$ cat config.mk
export PLATFORM = sky130hd
export DESIGN_NAME = udp_ip_header_gen
export DESIGN_NICKNAME = d
export VERILOG_FILES = /design/src/rtl/udp_ip_header_gen_pkg.sv /design/src/rtl/udp_ip_header_gen_csum_accum.sv /design/src/rtl/udp_ip_header_gen.sv
export SDC_FILE = /design/constraint.sdc
export NUM_CORES = 1
export LEC_CHECK = 0
export CAP_MARGIN = 20
export CELL_PAD_IN_SITES_DETAIL_PLACEMENT = 0
export CELL_PAD_IN_SITES_GLOBAL_PLACEMENT = 1
export CORE_AREA = 2 2 344 176
export DETAILED_ROUTE_END_ITERATION = 8
export DIE_AREA = 0 0 346 178
export MAX_ROUTING_LAYER = met4
export PLACE_DENSITY_LB_ADDON = 0.1
export SLEW_MARGIN = 20
export SYNTH_ARGS = -nofsm -noshare
export SYNTH_HDL_FRONTEND = slang
export SYNTH_SLANG_ARGS = --single-unit
$ cat constraint.sdc
create_clock -name clk -period 9.1 [get_ports clk]
set_input_delay 0.91 -clock clk [delete_from_list [all_inputs] [get_ports clk]]
set_output_delay 0.91 -clock clk [all_outputs]
set_load 0.01 [all_outputs]
$ cat src/rtl/udp_ip_header_gen_pkg.sv
// Shared constants and types for the UDP/IPv4 header generator.
package udp_ip_header_gen_pkg;

    localparam logic [15:0] ETHERTYPE_IPV4 = 16'h0800;
    localparam logic [7:0]  IP_PROTO_UDP   = 8'h11;
    localparam logic [7:0]  IP_VER_IHL     = 8'h45;
    localparam logic [15:0] IP_FLAGS_DF    = 16'h4000;
    localparam int          ETH_HDR_W      = 112;
    localparam int          IP_HDR_W       = 160;
    localparam int          UDP_HDR_W      = 64;
    localparam logic [15:0] HDR_OVERHEAD   = 16'd28;
    localparam logic [15:0] UDP_HDR_BYTES  = 16'd8;

    // Index of the last header word fed into the checksum accumulator
    localparam logic [3:0]  SUM_LAST_WORD  = 4'd8;

    // Bit positions of the four output channels in valid/acked vectors
    localparam int CH_ETH = 0;
    localparam int CH_IP  = 1;
    localparam int CH_UDP = 2;
    localparam int CH_LEN = 3;

    typedef enum logic [1:0] {
        ST_IDLE,
        ST_SUM,
        ST_FOLD,
        ST_OUT
    } state_t;

endpackage

$ cat src/rtl/udp_ip_header_gen_csum_accum.sv
// IPv4 header checksum accumulator: sums 16-bit words into a 20-bit
// register and presents the folded, complemented checksum.
module ipv4_csum_accum
    import udp_ip_header_gen_pkg::*;
(
    input  logic        clk,
    input  logic        rstn,
    input  logic        clear,
    input  logic        add,
    input  logic        fold,
    input  logic [15:0] word,
    output logic [15:0] csum
);

    logic [19:0] acc_q;
    logic [19:0] acc_d;
    logic [16:0] s1;
    logic [16:0] s2;

    // End-around-carry fold of the accumulator into the final checksum
    always_comb begin
        s1   = {1'b0, acc_q[15:0]} + {13'd0, acc_q[19:16]};
        s2   = {1'b0, s1[15:0]} + {16'd0, s1[16]};
        csum = ~s2[15:0];
    end

    // Accumulate on add; the fold cycle consumes the sum and leaves it clear
    always_comb begin
        acc_d = acc_q;
        if (clear || fold) begin
            acc_d = '0;
        end else if (add) begin
            acc_d = acc_q + {4'd0, word};
        end
    end

    // Accumulator register
    always_ff @(posedge clk or negedge rstn) begin
        if (!rstn) begin
            acc_q <= '0;
        end else begin
            acc_q <= acc_d;
        end
    end

endmodule

$ cat src/rtl/udp_ip_header_gen.sv
// Builds Ethernet/IPv4/UDP headers for one request at a time and presents
// them on four independently acknowledged valid/ready channels.
module udp_ip_header_gen
    import udp_ip_header_gen_pkg::*;
#(
    parameter logic [7:0]  TTL         = 8'd64,
    parameter logic [15:0] MAX_PAYLOAD = 16'd1472,
    parameter logic [15:0] ID_INIT     = 16'h0000
) (
    input  logic                 clk,
    input  logic                 rstn,
    input  logic                 req_valid,
    output logic                 req_ready,
    input  logic [47:0]          req_dst_mac,
    input  logic [47:0]          req_src_mac,
    input  logic [31:0]          req_src_ip,
    input  logic [31:0]          req_dst_ip,
    input  logic [15:0]          req_src_port,
    input  logic [15:0]          req_dst_port,
    input  logic [15:0]          req_payload_len,
    output logic [ETH_HDR_W-1:0] eth_header,
    output logic                 eth_header_valid,
    input  logic                 eth_header_ready,
    output logic [IP_HDR_W-1:0]  ip_header,
    output logic                 ip_header_valid,
    input  logic                 ip_header_ready,
    output logic [UDP_HDR_W-1:0] udp_header,
    output logic                 udp_header_valid,
    input  logic                 udp_header_ready,
    output logic [15:0]          payload_length_bytes,
    output logic                 length_valid,
    input  logic                 length_ready,
    output logic                 err_oversize
);

    state_t                 state_q, state_d;
    logic [3:0]             cnt_q, cnt_d;
    logic [3:0]             acked_q, acked_d;
    logic [3:0]             valid_q, valid_d;
    logic [15:0]            id_q, id_d;
    logic                   req_ready_q, req_ready_d;
    logic                   err_q, err_d;
    logic [47:0]            dst_mac_q, dst_mac_d;
    logic [47:0]            src_mac_q, src_mac_d;
    logic [31:0]            src_ip_q, src_ip_d;
    logic [31:0]            dst_ip_q, dst_ip_d;
    logic [15:0]            src_port_q, src_port_d;
    logic [15:0]            dst_port_q, dst_port_d;
    logic [15:0]            len_q, len_d;
    logic [ETH_HDR_W-1:0]   eth_q, eth_d;
    logic [IP_HDR_W-1:0]    ip_q, ip_d;
    logic [UDP_HDR_W-1:0]   udp_q, udp_d;
    logic [15:0]            plen_q, plen_d;

    logic                   accept;
    logic [3:0]             hs;
    logic [15:0]            tot_len;
    logic [15:0]            udp_len;
    logic [15:0]            sum_word;
    logic                   csum_clear;
    logic                   csum_add;
    logic                   csum_fold;
    logic [15:0]            csum;

    ipv4_csum_accum u_csum (
        .clk   (clk),
        .rstn  (rstn),
        .clear (csum_clear),
        .add   (csum_add),
        .fold  (csum_fold),
        .word  (sum_word),
        .csum  (csum)
    );

    // Length fields and the header word selected by the checksum counter
    always_comb begin
        tot_len = len_q + HDR_OVERHEAD;
        udp_len = len_q + UDP_HDR_BYTES;
        case (cnt_q)
            4'd0:    sum_word = {IP_VER_IHL, 8'h00};
            4'd1:    sum_word = tot_len;
            4'd2:    sum_word = id_q;
            4'd3:    sum_word = IP_FLAGS_DF;
            4'd4:    sum_word = {TTL, IP_PROTO_UDP};
            4'd5:    sum_word = src_ip_q[31:16];
            4'd6:    sum_word = src_ip_q[15:0];
            4'd7:    sum_word = dst_ip_q[31:16];
            default: sum_word = dst_ip_q[15:0];
        endcase
    end

    // Next-state logic: request capture, checksum sequencing, channel acks
    always_comb begin
        state_d    = state_q;
        cnt_d      = cnt_q;
        acked_d    = acked_q;
        valid_d    = valid_q;
        id_d       = id_q;
        err_d      = 1'b0;
        dst_mac_d  = dst_mac_q;
        src_mac_d  = src_mac_q;
        src_ip_d   = src_ip_q;
        dst_ip_d   = dst_ip_q;
        src_port_d = src_port_q;
        dst_port_d = dst_port_q;
        len_d      = len_q;
        eth_d      = eth_q;
        ip_d       = ip_q;
        udp_d      = udp_q;
        plen_d     = plen_q;
        csum_clear = 1'b0;
        csum_add   = 1'b0;
        csum_fold  = 1'b0;
        accept     = req_valid && req_ready_q;
        hs         = valid_q & {length_ready, udp_header_ready,
                                ip_header_ready, eth_header_ready};

        case (state_q)
            ST_IDLE: begin
                if (accept) begin
                    dst_mac_d  = req_dst_mac;
                    src_mac_d  = req_src_mac;
                    src_ip_d   = req_src_ip;
                    dst_ip_d   = req_dst_ip;
                    src_port_d = req_src_port;
                    dst_port_d = req_dst_port;
                    len_d      = req_payload_len;
                    if (req_payload_len > MAX_PAYLOAD) begin
                        err_d = 1'b1;
                    end else begin
                        state_d    = ST_SUM;
                        cnt_d      = 4'd0;
                        csum_clear = 1'b1;
                    end
                end
            end
            ST_SUM: begin
                csum_add = 1'b1;
                cnt_d    = cnt_q + 4'd1;
                if (cnt_q == SUM_LAST_WORD) begin
                    state_d = ST_FOLD;
                end
            end
            ST_FOLD: begin
                csum_fold = 1'b1;
                eth_d     = {dst_mac_q, src_mac_q, ETHERTYPE_IPV4};
                ip_d      = {IP_VER_IHL, 8'h00, tot_len, id_q, IP_FLAGS_DF,
                             TTL, IP_PROTO_UDP, csum, src_ip_q, dst_ip_q};
                udp_d     = {src_port_q, dst_port_q, udp_len, 16'h0000};
                plen_d    = len_q;
                valid_d   = 4'hF;
                acked_d   = 4'h0;
                state_d   = ST_OUT;
            end
            default: begin
                valid_d = valid_q & ~hs;
                acked_d = acked_q | hs;
                if (acked_d == 4'hF) begin
                    acked_d = 4'h0;
                    id_d    = id_q + 16'd1;
                    state_d = ST_IDLE;
                end
            end
        endcase

        req_ready_d = (state_d == ST_IDLE) && !accept;
    end

    // State and datapath registers; reset discards any packet in flight
    always_ff @(posedge clk or negedge rstn) begin
        if (!rstn) begin
            state_q     <= ST_IDLE;
            cnt_q       <= '0;
            acked_q     <= '0;
            valid_q     <= '0;
            id_q        <= ID_INIT;
            req_ready_q <= 1'b0;
            err_q       <= 1'b0;
            dst_mac_q   <= '0;
            src_mac_q   <= '0;
            src_ip_q    <= '0;
            dst_ip_q    <= '0;
            src_port_q  <= '0;
            dst_port_q  <= '0;
            len_q       <= '0;
            eth_q       <= '0;
            ip_q        <= '0;
            udp_q       <= '0;
            plen_q      <= '0;
        end else begin
            state_q     <= state_d;
            cnt_q       <= cnt_d;
            acked_q     <= acked_d;
            valid_q     <= valid_d;
            id_q        <= id_d;
            req_ready_q <= req_ready_d;
            err_q       <= err_d;
            dst_mac_q   <= dst_mac_d;
            src_mac_q   <= src_mac_d;
            src_ip_q    <= src_ip_d;
            dst_ip_q    <= dst_ip_d;
            src_port_q  <= src_port_d;
            dst_port_q  <= dst_port_d;
            len_q       <= len_d;
            eth_q       <= eth_d;
            ip_q        <= ip_d;
            udp_q       <= udp_d;
            plen_q      <= plen_d;
        end
    end

    assign req_ready            = req_ready_q;
    assign err_oversize         = err_q;
    assign eth_header           = eth_q;
    assign ip_header            = ip_q;
    assign udp_header           = udp_q;
    assign payload_length_bytes = plen_q;
    assign eth_header_valid     = valid_q[CH_ETH];
    assign ip_header_valid      = valid_q[CH_IP];
    assign udp_header_valid     = valid_q[CH_UDP];
    assign length_valid         = valid_q[CH_LEN];

endmodule

After elaboration in Yosys (flattened, before gate mapping)
Cells that the tools add are included.
Cells by class
  reduce and logical (&&, ||, !) cells: 14
  multiplexer cells: 22
  equal/unequal tests: 13
  $lt $le $gt $ge: 1
  add/subtract/negate cells: 7
  bitwise logic cells: 6
Operators with widths (count)
  16-bit one-hot mux with 8 select lines: 1
  20-bit two-way mux: 2
  4-bit one-hot mux with 2 select lines: 3
  20-bit by 16-bit adder with 20-bit output: 1
  16-bit by 4-bit adder with 17-bit output: 1
  16-bit by 1-bit adder with 16-bit output: 1
  16-bit by 1-bit adder with 16-bit output (second input constant): 1
  16-bit by 4-bit adder with 16-bit output (second input constant): 1
  16-bit by 5-bit adder with 16-bit output (second input constant): 1
  4-bit by 3-bit == test with 1-bit output (second input constant): 4
  16-bit by 11-bit > comparator with 1-bit output (second input constant): 1
  16-bit inverter: 1
  4-bit two-way mux: 3
  4-bit AND: 2
  4-bit by 2-bit == test with 1-bit output (second input constant): 2
  4-bit == test (second input constant): 2
  1-bit two-way mux: 8
  2-bit two-way mux: 4
  2-bit one-hot mux with 3 select lines: 1
  4-bit by 1-bit adder with 4-bit output (second input constant): 1
  4-bit by 1-bit == test with 1-bit output (second input constant): 1
  2-bit zero test: 2
  4-bit zero test: 1
  2-bit inequality test (second input constant): 2
  other kinds (13): 16
Storage, ports and cells
  bits in registers: 538
  output and inout port bits: 358

Longest topological paths before layout
  depth in word-level cells: 7
  depth in mapped cells: 17

Cells and area by module
Synthesis repeated with hierarchy kept, for this count alone.
Second synthesis, totals
  cell total of the unflattened synthesis: 2681
  area total of the unflattened synthesis: 23553.8 um^2
By module, submodules not included
  udp_ip_header_gen: cells each 2386, instances 1, area each 21120.3 um^2
  ipv4_csum_accum: cells each 295, instances 1, area each 2433.6 um^2

Worst setup path after synthesis
Ideal clock, no wire load.
  path type: flip-flop to flip-flop
  start point: register cnt_q[0]
  end point: register u_csum.acc_q[16]
  slack: 5.533 ns
  path buffers: 1
  data arrival time: 3.502 ns
  required time: 9.035 ns
  clock period less this slack: 3.567 ns
  cell stages (with the launch flop): 16
  cell sequence: dfrtp_1 > inv_1 > ha_1 > nor4_1 > or2_2 > clkbuf_1 > a221o_1 > ha_1 > fa_1 > a21o_1 > a21oi_1 > o21ai_0 > a31oi_1 > o221ai_1 > a211o_1 > nand2_1
Between the ends
  longest elaborated chain between the ends: 5
  elaborated cells between the ends (all ways): 12
Ends and longest elaborated chain
  start: declaration: line udp_ip_header_gen.sv:37  | logic [3:0] cnt_q, cnt_d;
  start signal: assignment: line udp_ip_header_gen.sv:192  | cnt_q <= cnt_d;
  4-bit by 3-bit == test with 1-bit output, or another cell as far along: line udp_ip_header_gen.sv:79  | case (cnt_q)
  16-bit one-hot mux with 8 select lines *: line udp_ip_header_gen.sv:79
  20-bit by 16-bit adder with 20-bit output *: line udp_ip_header_gen_csum_accum.sv:33  | acc_d = acc_q + {4'd0, word};
  20-bit two-way mux *: line udp_ip_header_gen_csum_accum.sv:32  | end else if (add) begin
  20-bit two-way mux *: line udp_ip_header_gen_csum_accum.sv:30  | if (clear || fold) begin
  end signal: assignment: line udp_ip_header_gen_csum_accum.sv:40  | acc_q <= '0;
  end signal: assignment: line udp_ip_header_gen_csum_accum.sv:42  | acc_q <= acc_d;
  end: declaration: line udp_ip_header_gen_csum_accum.sv:15  | logic [19:0] acc_q;
Mark *: on every way between the ends. The rest lies on a longest branch, timed or not. The select of a mux whose other input is x is not followed.
A chain may end at the register's enable or synchronous reset.

Worst setup path in the final report
Same ends and word-level chain as after synthesis.

==> results.cfg <==
[drt]
wl_per_cell_um = 20.0
routed_via_density = 4.95
num_vias = 19257
drt_first_pass_iters = 6
antenna_left = 0
drtIter0Drc = 1840
drc_errors = 0
routed_wl_um = 78000

[worst_setup_path]
reg2reg_to = u_csum.acc_q[16]
crit_arrival_ps = 4920
cp-start-kind = register
path_cells = inv_1 -> ha_1 -> and2_1 -> a22oi_1 -> o21ai_0 -> a221o_1 -> ha_1 -> fa_1 -> a21o_1 -> a21oi_1 -> o21ai_0 -> a31oi_1 -> o221ai_1 -> a211o_1 -> nand2_1
cpMaxStageDelayCell = a31oi_1
rrSetupSlack_ps = 4700
r2r_cells = 15
worstPathRequired_ps = 9620
critPathMaxFanout = 15
end_kind = register
r2r_start = cnt_q[0]
max_stage_delay_ps = 540
path_class = register to register

[grt]
grt_util_all_layers = 0.255
grt_max_degree = 206
grt_pass1_wl_um = 116000
grt_overflow = 0
grt_antenna_before_repair = 8
grt_pass1_vias = 18474

[timing]
finalClockSkew_ps = 27.5
setup_viol = 0
timing.setup.tns_ps = 0
worst_slack_ps = 4700
drv_slew = 124
maxSlewHeadroom = -0.150
rsz0062_at_grt = no
finalHoldViolations = 0
tightest_slew_ps = 1720
fmax_mhz = 227
min_period_ps = 4400
period_share = 0.484
whs_ps = 394

[synth]
syn_area_um2 = 23100
yosysSeqAreaShare = 0.571
ys_ff_latch = 528
syn_area_per_cell_um2 = 8.72
synthArstFlopShare = 1.00
synth_top_flop_cell = dfrtp_1
ys_warn_count = 0
synthMuxAreaShare = 0.000973
synth_cell_types = 67
synth-xor-area-share = 0.0279
postSynthCellCount = 2656
synthSimpleGateAreaFrac = 0.261
post_synth_fa_ha_maj_area_fraction = 0.0190
synth_top_family_by_area = simple AND/OR/NAND/NOR gates
synth_compound_area_frac = 0.0638
synth_edf_count = 0

[run_status]
violations = slew limit
outcome = finished, violations left

[clock_network]
clk_path_buf_depth = 3
clk_latency_ps = 600
holdBufCountCts = 0
cts_buffers = 50
post_cts_resized = 0
cts_max_level = 2
cts-root-buf = clkbuf_16
clk_pin_slew_ps = 70
clock-sinks = 528
post-cts-setup-buffer-count = 0
cts_tree = yes

[floorplan]
fp-row-count = 63
core_area_um2 = 58500
die_x_um = 346
design.die.area_um2 = 61600
initial_core_util = 0.396
pin_count = 573
die_h_um = 178

[power]
max-vdd-ir-drop_mv = 0.149
power.leakage_nw = 14.9
p_per_area_nw_per_um2 = 354

[cells_and_area]
fill_cells = 5439
num-nets-final = 3316
final_common_cell = nand2_1
drive_gt1_frac = 0.0377
area_delta_synth_final_pct = 29.9
mostFrequentLayoutCells = nand2_1, dfrtp_1, clkdlybuf4s50_1, conb_1, o21ai_0

[place]
port-buffer-count = 500
dpl.hpwl_um = 55100
dp_worst_setup_slack_ps = 4880
place.gp.congestion = 0.975

[worst_hold_path]
hold_class = primary input to async pin

[job]
maxCapViolCount = 0
## flip-flops by register name, summed over array words and instances, names as in the netlist
register and cells:
err_oversize 1, dst_port_q 16, valid_q 4, payload_length_bytes 16, udp_header 45, state_q 2, len_q 16, id_q 16
src_ip_q 32, acked_q 4, src_port_q 16, eth_header 96, u_csum.acc_q 20, ip_header 111, src_mac_q 48, cnt_q 4
req_ready 1, dst_ip_q 32, dst_mac_q 48
## how the worst max path moves through the flow
stage	startpoint	to	slack (ps)	depth (start not counted)
2_1_floorplan	cnt_q[0]	u_csum.acc_q[16]	5530	15
3_3_place_gp	cnt_q[0]	u_csum.acc_q[16]	4980	15
3_5_place_dp	cnt_q[0]	u_csum.acc_q[16]	4880	15
4_1_cts	cnt_q[0]	u_csum.acc_q[16]	4860	15
5_1_grt	cnt_q[0]	u_csum.acc_q[16]	4470	15
6_report	cnt_q[0]	u_csum.acc_q[16]	4700	15
## cell usage after synthesis, drive strengths merged (6+ instances only)
master | n | area (um2)
a21o | 13 | 97.6
a21oi | 48 | 240
a22oi | 23 | 173
a31oi | 9 | 56.3
and2 | 7 | 43.8
and3 | 12 | 75.1
buf | 100 | 731
clkbuf | 125 | 483
dfrtp | 528 | 13200
ha | 32 | 400
inv | 25 | 93.8
nand2 | 1410 | 5290
nand3 | 22 | 110
nand4 | 14 | 103
nor2 | 48 | 180
nor3 | 6 | 30.0
o2111ai | 9 | 78.8
o21ai | 64 | 320
o21bai | 7 | 52.6
o22ai | 7 | 43.8
xnor2 | 45 | 402
xor2 | 28 | 245
## critical path, delay by kind of cell, from the launching register on
kind / cells / cell delay (ps)
DFF: 1 / 430
buffers and inverters: 1 / 90
adders and majority gates: 3 / 900
and+or+nand+nor: 2 / 420
AOI/OAI and AO/OA: 9 / 2490
## logic make-up after synthesis
| logic type | count (synthesis) |
|---|---|
| adders and majority gates | 34 |
| and+or+nand+nor | 1547 |
| muxes | 2 |
| DFF | 528 |
| xor gates and xnor gates | 73 |
| other | 1 |
| AOI/OAI and AO/OA | 221 |
| buffers and inverters | 250 |
## layout make-up
class                           count  area (um2)  area share
Inverter                           25        93.8     0.00312
Sequential cell                   528       13200       0.439
Antenna cell                        7        17.5    0.000582
Tap cell                          780         976      0.0325
Clock inverter                     20         228     0.00757
Timing Repair Buffer              513        5160       0.171
Multi-Input combinational cell   1949        8930       0.297
Clock buffer                       70        1460      0.0485
## report_power, final
group | switching, mW | total (mW) | internal (mW)
registers | 0.909 | 4.23 | 3.32
clock network | 0.946 | 2.18 | 1.23
logic | 2.36 | 4.22 | 1.86
total | 4.22 | 10.6 | 6.42
## metrics by stage
| step | utilization | power, mW | cell area (um2) | std cells |
|---|---|---|---|---|
| after CTS | 0.514 | 10.7 | 30100 | 3885 |
| after global routing | 0.514 | 11.3 | 30100 | 3892 |
| after detailed placement | 0.485 | 8.46 | 28400 | 3795 |
| after global placement | 0.485 | 8.37 | 28400 | 3795 |
| after floorplan | - | 6.31 | 23400 | 2727 |
| final | 0.514 | 10.6 | 30100 | 3892 |
## metal layers
metal	wire [um]	track usage	vias up
met3	6740	0.0759	111
li1	-	-	9082
met2	34000	0.362	605
met5	0	-	-
met4	1840	0.0675	0
met1	35400	0.355	9459
No activity file was read; power rests on OpenSTA's default activity.
